==> src/rtl/counter_pkg.sv <==
// rtl/counter_pkg.sv - shared constants and helpers for the counter blocks
package counter_pkg;

  localparam logic DIR_UP   = 1'b1;
  localparam logic DIR_DOWN = 1'b0;

  // All-ones value for a field of w bits (1..32), right-aligned in 32 bits.
  function automatic logic [31:0] all_ones(input int unsigned w);
    return 32'hFFFF_FFFF >> (32 - w);
  endfunction

endpackage

==> src/rtl/wrap_tally.sv <==
// rtl/wrap_tally.sv - WRAP_W-bit event tally with synchronous clear and increment
module wrap_tally #(
  parameter int unsigned WRAP_W = 8
) (
  input  logic              clk_i,
  input  logic              reset_ni,
  input  logic              clear_i,
  input  logic              inc_i,
  output logic [WRAP_W-1:0] cnt_o
);

  logic [WRAP_W-1:0] cnt_d;
  logic [WRAP_W-1:0] cnt_q;

  // Clear wins over increment; the tally rolls over silently.
  always_comb begin
    cnt_d = cnt_q;
    if (clear_i) begin
      cnt_d = '0;
    end else if (inc_i) begin
      cnt_d = cnt_q + WRAP_W'(1);
    end
  end

  always_ff @(posedge clk_i or negedge reset_ni) begin
    if (!reset_ni) begin
      cnt_q <= '0;
    end else begin
      cnt_q <= cnt_d;
    end
  end

  assign cnt_o = cnt_q;

endmodule

==> src/rtl/updown_mod_counter.sv <==
// rtl/updown_mod_counter.sv - up/down modulus counter with tc pulse and wrap tally
// Define UPDOWN_MOD_COUNTER_SATURATE_EN to saturate at the bounds instead of wrapping.
module updown_mod_counter
  import counter_pkg::*;
#(
  parameter int unsigned WIDTH     = 16,
  parameter int unsigned WRAP_W    = 8,
  parameter int unsigned RESET_VAL = 0
) (
  input  logic              clk_i,
  input  logic              reset_ni,
  input  logic              en_i,
  input  logic              clear_i,
  input  logic              load_i,
  input  logic [WIDTH-1:0]  load_val_i,
  input  logic              up_down_i,
  input  logic [WIDTH-1:0]  mod_i,
  output logic [WIDTH-1:0]  count_o,
  output logic              tc_o,
  output logic [WRAP_W-1:0] wrap_cnt_o
);

  localparam logic [WIDTH-1:0] CNT_MASK = WIDTH'(all_ones(WIDTH));
  localparam logic [WIDTH-1:0] RST_CNT  = WIDTH'(RESET_VAL) & CNT_MASK;

  logic [WIDTH-1:0] count_d;
  logic [WIDTH-1:0] count_q;
  logic             tc_d;
  logic             tc_q;
  logic             tally_inc;
  logic             tally_clr;

  always_comb begin
    count_d   = count_q;
    tc_d      = 1'b0;
    tally_inc = 1'b0;
    tally_clr = 1'b0;
    if (clear_i) begin
      count_d   = '0;
      tally_clr = 1'b1;
    end else if (load_i) begin
      count_d = (load_val_i > mod_i) ? mod_i : load_val_i;
    end else if (en_i) begin
      if (up_down_i == DIR_UP) begin
        // >= also catches a count left above a freshly lowered modulus.
        if (count_q >= mod_i) begin
          tc_d = 1'b1;
`ifdef UPDOWN_MOD_COUNTER_SATURATE_EN
          count_d = mod_i;
`else
          count_d   = '0;
          tally_inc = 1'b1;
`endif
        end else begin
          count_d = count_q + WIDTH'(1);
        end
      end else begin
        if (count_q == '0) begin
          tc_d = 1'b1;
`ifndef UPDOWN_MOD_COUNTER_SATURATE_EN
          count_d   = mod_i;
          tally_inc = 1'b1;
`endif
        end else if (count_q > mod_i) begin
          count_d = mod_i;
        end else begin
          count_d = count_q - WIDTH'(1);
        end
      end
    end
  end

  always_ff @(posedge clk_i or negedge reset_ni) begin
    if (!reset_ni) begin
      count_q <= RST_CNT;
      tc_q    <= 1'b0;
    end else begin
      count_q <= count_d;
      tc_q    <= tc_d;
    end
  end

  // In saturating mode tally_inc is never raised, so the tally stays at 0.
  wrap_tally #(
    .WRAP_W(WRAP_W)
  ) u_wrap_tally (
    .clk_i   (clk_i),
    .reset_ni(reset_ni),
    .clear_i (tally_clr),
    .inc_i   (tally_inc),
    .cnt_o   (wrap_cnt_o)
  );

  assign count_o = count_q;
  assign tc_o    = tc_q;

endmodule

==> config.mk <==
export PLATFORM = sky130hd
export DESIGN_NAME = updown_mod_counter
export DESIGN_NICKNAME = d
export VERILOG_FILES = /design/src/rtl/counter_pkg.sv /design/src/rtl/wrap_tally.sv /design/src/rtl/updown_mod_counter.sv
export SDC_FILE = /design/constraint.sdc
export NUM_CORES = 1
export LEC_CHECK = 0
export CORE_ASPECT_RATIO = 0.6
export CORE_MARGIN = 2
export CORE_UTILIZATION = 35
export CTS_CLUSTER_DIAMETER = 80
export CTS_CLUSTER_SIZE = 8
export DETAILED_ROUTE_END_ITERATION = 7
export PLACE_DENSITY = 0.67
export SETUP_SLACK_MARGIN = 0.05
export SYNTH_ARGS = -nofsm -noshare
export SYNTH_HDL_FRONTEND = slang
export SYNTH_SLANG_ARGS = --single-unit
==> constraint.sdc <==
create_clock -name clk_i -period 5.68 [get_ports clk_i]
set_input_delay 1.136 -clock clk_i [delete_from_list [all_inputs] [get_ports clk_i]]
set_output_delay 1.136 -clock clk_i [all_outputs]
set_load 0.02 [all_outputs]
==> impl_metrics.ini, run 1 <==
[placed_design]
numPortBuffers = 62
post_dp_cell_area_sq_mm = 0.00375
dp_hpwl_mm = 8.37
placed_cells = 555
gp_congestion = 0.911

[floorplanning]
rows = 26
start_util_pct = 36.1
die_x_um = 125
die_height_um = 76.6
core-area_sq_mm = 0.00852
fp.dieArea_sq_mm = 0.00958
num_io_pins = 63

[route]
antenna_left = 0
wl_mm = 11.0
drc = 0
wl_met3_mm = 1.13
drt-met1-wl_mm = 5.57
wl_met2_mm = 4.26
vias = 3426
detail_route.wl_per_cell_um = 19.7
via_per_inst = 6.13
first_pass_iters = 5
drt-initial-drc-count = 401
top_layer_used = met4

[clock_network]
post_cts_buffers = 0
cts_tree = built
clock_path_buffers = 2
htree_levels = 1
cts_resized = 0
numCtsBuffers = 3
cts_root_buf = clkbuf_16
cts_hold_buf = 0
clock-sinks = 25
clk_transition_reported_paths_ps = 80
clk-insertion-delay-late_ps = 280

[global_routing]
grt_first_pass_wirelength_mm = 17.8
grt_max_degree = 31
grt_antenna_before_repair = 0
overflow = 0
grt_pass1_vias = 3144
grt_usage_pct = 23.4

[run]
cap_violations = 0

[worst_setup_path]
worstPathCellList = clkdlybuf4s50_1 > inv_1 > ha_1 > nand4_1 > nor4_1 > a21boi_0 > or3_1 > a21oi_1 > a221oi_1 > o32a_1 > a21oi_1
cp-start-kind = input pin
critPathKind = in2reg
cp_common_cell = a21oi_1
cp_max_fo = 11
cp_slowest_stage_delay_ps = 920
reg2reg_depth = 10
rr_endpoint = count_o[11]
regToRegSetupSlack_ps = 1960
reg2reg_from = count_o[12]
critical-path-slowest-cell = a21oi_1
endpoint_kind = flop
crit_required_ps = 5880
crit_arrival_ps = 4780

[sta]
hold_viol = 0
relSlewSlack_pct = 23.6
tightestPinTransition_ps = 1150
setup_violations = 0
skew_ps = 5.09
rsz0062_at_grt = false
fmax_mhz = 218
maxSlewViolCount = 0
fin_tns_setup_ps = 0
finalCritPeriodShare_pct = 80.7
fin_crit_ps = 4580

[final_layout]
finalNonFillerCells = 559
design_area_sq_mm = 0.00383
final_nets = 522
syn_to_final_growth_pct = 24.6
drive_gt1_share_pct = 6.04
nFillCells = 853
n_antenna_cell = 0

[power_and_ir_drop]
p_leak_nw = 1.64
p_seq_share_pct = 31.2
combPwrFrac_pct = 44.9
clkPwrFrac_pct = 23.9
p_switching_uw = 308
ir_drop_v = 0.000107
p_int_uw = 432
pwr_density_cell_mw_per_mm2 = 193
switching_share_pct = 41.6

[min_path]
holdPathStages = 2
holdCritStartpoint = u_wrap_tally.cnt_o[7]
hold_path.class = reg2reg
holdPathEnd = u_wrap_tally.cnt_o[7]

[yosys]
syn_nets = 479
synth_area_leaders = dfrtp_1 (20%), ha_1 (15%), nand2_1 (5.5%)
synth_seq_cells = 25
syn_avg_cell_area_sq_um = 7.60
synth_cell_types = 64
syn_inst = 405
yosysTopAreaCell = dfrtp_1
synth_top_area_share_pct = 20.3
yosys_most_used_dff = dfrtp_1
synth_edf_count = 0
synthArstFlopShare_pct = 100
synth-seq-area-share_pct = 20.3
ys_warn_count = 0
syn_area_sq_mm = 0.00308

[status]
status = finished, final reports clean
-- synth_stat cells (8+ instances only) --
library cell / count
a21oi_1: 25
a221oi_1: 9
clkbuf_1: 24
dfrtp_1: 25
ha_1: 36
inv_1: 27
nand2_1: 45
nand3_1: 10
nand4_1: 8
nor2_1: 36
nor3_1: 16
nor4_1: 8
o21ai_0: 19
-- per-layer routing --
| metal | global-route usage [%] | up-vias |
|---|---|---|
| met4 | 4.22 | 0 |
| met5 | 0 | - |
| met1 | 37.9 | 1616 |
| met3 | 4.28 | 11 |
| met2 | 31.5 | 202 |
| li1 | - | 1597 |
-- power by group through the flow --
stage                     Combinational (mW)  Clock [mW]  Sequential [mW]
after floorplan                        0.210           0            0.223
after global placement                 0.322           0            0.233
after detailed placement               0.324           0            0.233
after CTS                              0.326       0.180            0.229
final                                  0.332       0.177            0.231
after global routing                   0.362       0.187            0.235
-- logic make-up after synthesis --
| kind of cell | after synthesis | share of synthesized area [%] |
|---|---|---|
| AND/OR/NAND/NOR | 155 | 24.9 |
| AO/OA/AOI/OAI | 116 | 27.9 |
| buffers and inverters | 57 | 7.60 |
| adder cells (fa/ha/maj) | 36 | 14.6 |
| flip-flops | 25 | 20.3 |
| XOR/XNOR | 13 | 3.70 |
| multiplexers | 3 | 0.976 |
-- sequential cells by signal, summed over array words and instances (netlist names) --
name	cells
count_o	16
u_wrap_tally.cnt_o	8
tc_o	1
-- critical path: cells and delay by family --
| kind | cells | cell delay, ps |
|---|---|---|
| buffers and inverters | 2 | 690 |
| adders and majority gates | 1 | 310 |
| AOI/OAI and AO/OA | 5 | 1840 |
| and+or+nand+nor | 3 | 790 |
-- per-stage QoR --
stage	util, %	power [mW]	hold slack [ps]	setup WS (ps)
after CTS	45.0	0.736	561	1200
after detailed placement	44.0	0.557	544	943
after floorplan	-	0.433	647	2170
after global placement	44.0	0.555	533	885
after global routing	45.0	0.784	587	789
final	45.0	0.740	549	1100
-- cell usage in the layout, fill, tap and decap left out, types with 10 or more instances in the layout --
| master | n |
|---|---|
| inv_1 | 27 |
| nand3_1 | 10 |
| ha_1 | 36 |
| nor2_1 | 36 |
| a21oi_1 | 25 |
| clkdlybuf4s50_1 | 62 |
| dfrtp_1 | 25 |
| nor3_1 | 16 |
| o21ai_0 | 19 |
| nand2_1 | 45 |
-- area by class of cell --
class | count | area [sq um] | share of cell area [%]
clock buffers | 3 | 75.1 | 1.96
clock inverters | 1 | 8.76 | 0.228
inverters | 27 | 101 | 2.64
multi-input cells | 323 | 2220 | 57.8
flip-flops and latches | 25 | 626 | 16.3
well taps | 112 | 140 | 3.66
repair buffers | 68 | 666 | 17.4
-- how the worst max path moves through the flow --
stage               cells past startpoint       from           to  slack (ps)
floorplan                              12  mod_i[15]   count_o[1]        2170
global placement                       12  mod_i[14]  count_o[11]         880
detailed placement                     11   mod_i[4]  count_o[13]         940
CTS                                    12  mod_i[14]  count_o[11]        1200
global route                           12  mod_i[14]  count_o[11]         790
finish                                 11   mod_i[4]  count_o[13]        1100
(Power assumes the default switching activity.)
==> inputs of run 2 (changes only) <==
Settings changed: PLACE_DENSITY 0.67 to 0.69.
Clock period 5.68 ns to 3.7 ns, I/O delays scaled along.
==> run 2 against run 1 <==
  * Register-to-register slack worse by 1500 ps
  * Clock skew shrank 2.6 ps
  * Cell area up 12%
  * Wire length up 7.2%
  * Non-clock buffer count rose by 52
  * Critical endpoint is now count_o[11]
  * Largest power group unchanged
==> impl_metrics.ini, run 2 (synthesis gave the netlist of run 1 again) <==
[status]
status = finished, final reports clean

[sta]
relSlewSlack_pct = 63.4
finalCritPeriodShare_pct = 97.0
rsz0062_at_grt = true
setup_ws_ps = 112
hold_viol = 0
fmax_mhz = 279
maxSlewViolCount = 0
skew_ps = 2.45
setup_violations = 0
tightestPinTransition_ps = 545
fin_crit_ps = 3590

[worst_setup_path]
reg2reg_from = count_o[11]
cp-start-kind = input pin
critPathKind = in2reg
critical-path-slowest-cell = clkdlybuf4s50_1
endpoint_kind = flop
crit_required_ps = 3880
regToRegSetupSlack_ps = 480
cp_slowest_stage_delay_ps = 500
reg2reg_depth = 11
worstPathCellList = clkdlybuf4s50_1 > inv_1 > ha_1 > nand4_1 > nor4_2 > a21boi_1 > or3_4 > buf_4 > or2_2 > nor3_4 > a2111oi_4 > buf_4 > a221oi_1
cp_common_cell = buf_4
rr_endpoint = count_o[11]
crit_arrival_ps = 3760
cp_max_fo = 4

[clock_network]
cts_hold_buf = 0
clk-insertion-delay-late_ps = 280
clock_path_buffers = 2
clk_transition_reported_paths_ps = 80
post_cts_buffers = 0
numCtsBuffers = 3
clock-sinks = 25
cts_root_buf = clkbuf_16
cts_tree = built
htree_levels = 1

[power_and_ir_drop]
ir_drop_v = 0.000185
switching_share_pct = 41.2
clkPwrFrac_pct = 22.4
p_int_uw = 718
p_seq_share_pct = 27.8
p_switching_uw = 502
p_leak_nw = 1.90
combPwrFrac_pct = 49.8
pwr_density_cell_mw_per_mm2 = 284

[final_layout]
final_common_cell = clkdlybuf4s50_1
n_antenna_cell = 0
drive_gt1_share_pct = 17.4
largest_reg_flops = 16
syn_to_final_growth_pct = 39.6
utilization_pct = 50.4
multi_input_area_sq_mm = 0.00229
final_nets = 574
seq_area_sq_um = 626
design_area_sq_mm = 0.00430
layout_common_cells = clkdlybuf4s50_1 (62), buf_4 (57), nand2_1 (45)
finalNonFillerCells = 611
nFillCells = 846

[placed_design]
placed_cells = 607
place_ws_ps = -616
numPortBuffers = 62
post_dp_cell_area_sq_mm = 0.00414
gp_congestion = 0.960
dp_hpwl_mm = 9.05

[route]
drt-initial-drc-count = 355
detail_route.wl_per_cell_um = 19.4
wl_mm = 11.8
drc = 0
vias = 3565
first_pass_iters = 6
antenna_left = 0
via_per_inst = 5.83

[min_path]
holdPathStages = 2
holdPathEnd = u_wrap_tally.cnt_o[7]
holdCritStartpoint = u_wrap_tally.cnt_o[7]
hold_path.class = reg2reg

[floorplanning]
start_util_pct = 36.1
core-area_sq_mm = 0.00852
num_io_pins = 63
rows = 26
die_x_um = 125
die_height_um = 76.6
fp.dieArea_sq_mm = 0.00958

[global_routing]
overflow = 0
grt_first_pass_wirelength_mm = 18.5
grt_pass1_vias = 3367
grt_max_degree = 30
grt_usage_pct = 24.3
grt_antenna_before_repair = 0

[run]
cap_violations = 0
[run 2: layout make-up]
type / count / share of cell area (%)
Inverter: 27 / 2.36
Multi-Input combinational cell: 323 / 53.3
Sequential cell: 25 / 14.6
Tap cell: 112 / 3.26
Clock buffer: 4 / 1.84
Timing Repair Buffer: 120 / 24.7
[run 2: power by group through the flow]
stage | Combinational (mW) | Clock, mW | Sequential, mW
after CTS | 0.583 | 0.275 | 0.336
after global placement | 0.573 | 0 | 0.341
after global routing | 0.651 | 0.283 | 0.344
after floorplan | 0.322 | 0 | 0.342
after detailed placement | 0.577 | 0 | 0.341
final | 0.607 | 0.274 | 0.339
[run 2: layer usage]
layer,track usage [%],vias to the layer above,wire length [um]
li1,-,1699,-
met5,0,-,0
met2,33.0,174,4640
met1,37.1,1682,5770
met4,3.33,0,88
met3,8.71,10,1340
[run 2: worst max path at each step]
stage / start / end / depth (start not counted)
after floorplan: mod_i[15] / count_o[1] / 12
after global placement: mod_i[14] / count_o[11] / 13
after detailed placement: mod_i[14] / count_o[11] / 13
after CTS: mod_i[14] / count_o[11] / 13
after global routing: mod_i[7] / count_o[11] / 13
final: mod_i[7] / count_o[11] / 13
[run 2: what timing repair did]
| action | in CTS | in global routing |
|---|---|---|
| pin swaps | 0 | 3 |
| gates cloned | 0 | 0 |
| setup endpoints to repair | 2 | 16 |
| gates resized for setup | 3 | 12 |
[run 2: critical path: cells and delay by family]
kind	cells	cell delay (ps)
adders and majority gates	1	320
and+or+nand+nor	5	1270
buffers and inverters	4	910
AOI/OAI and AO/OA	3	510
[run 2: per-stage QoR]
stage | hold WS, ps | TNS, ps | power (mW)
6_report | 566 | 0 | 1.22
5_1_grt | 588 | 0 | 1.28
4_1_cts | 568 | 0 | 1.19
3_5_place_dp | 551 | -2950 | 0.918
3_3_place_gp | 533 | -1970 | 0.913
2_1_floorplan | 444 | 0 | 0.664
==> inputs of run 3 (changes only) <==
Settings changed: SKIP_LAST_GASP set to 1.
==> results of run 3 <==
Final layout, timing and power as in run 2 (identical DEF).
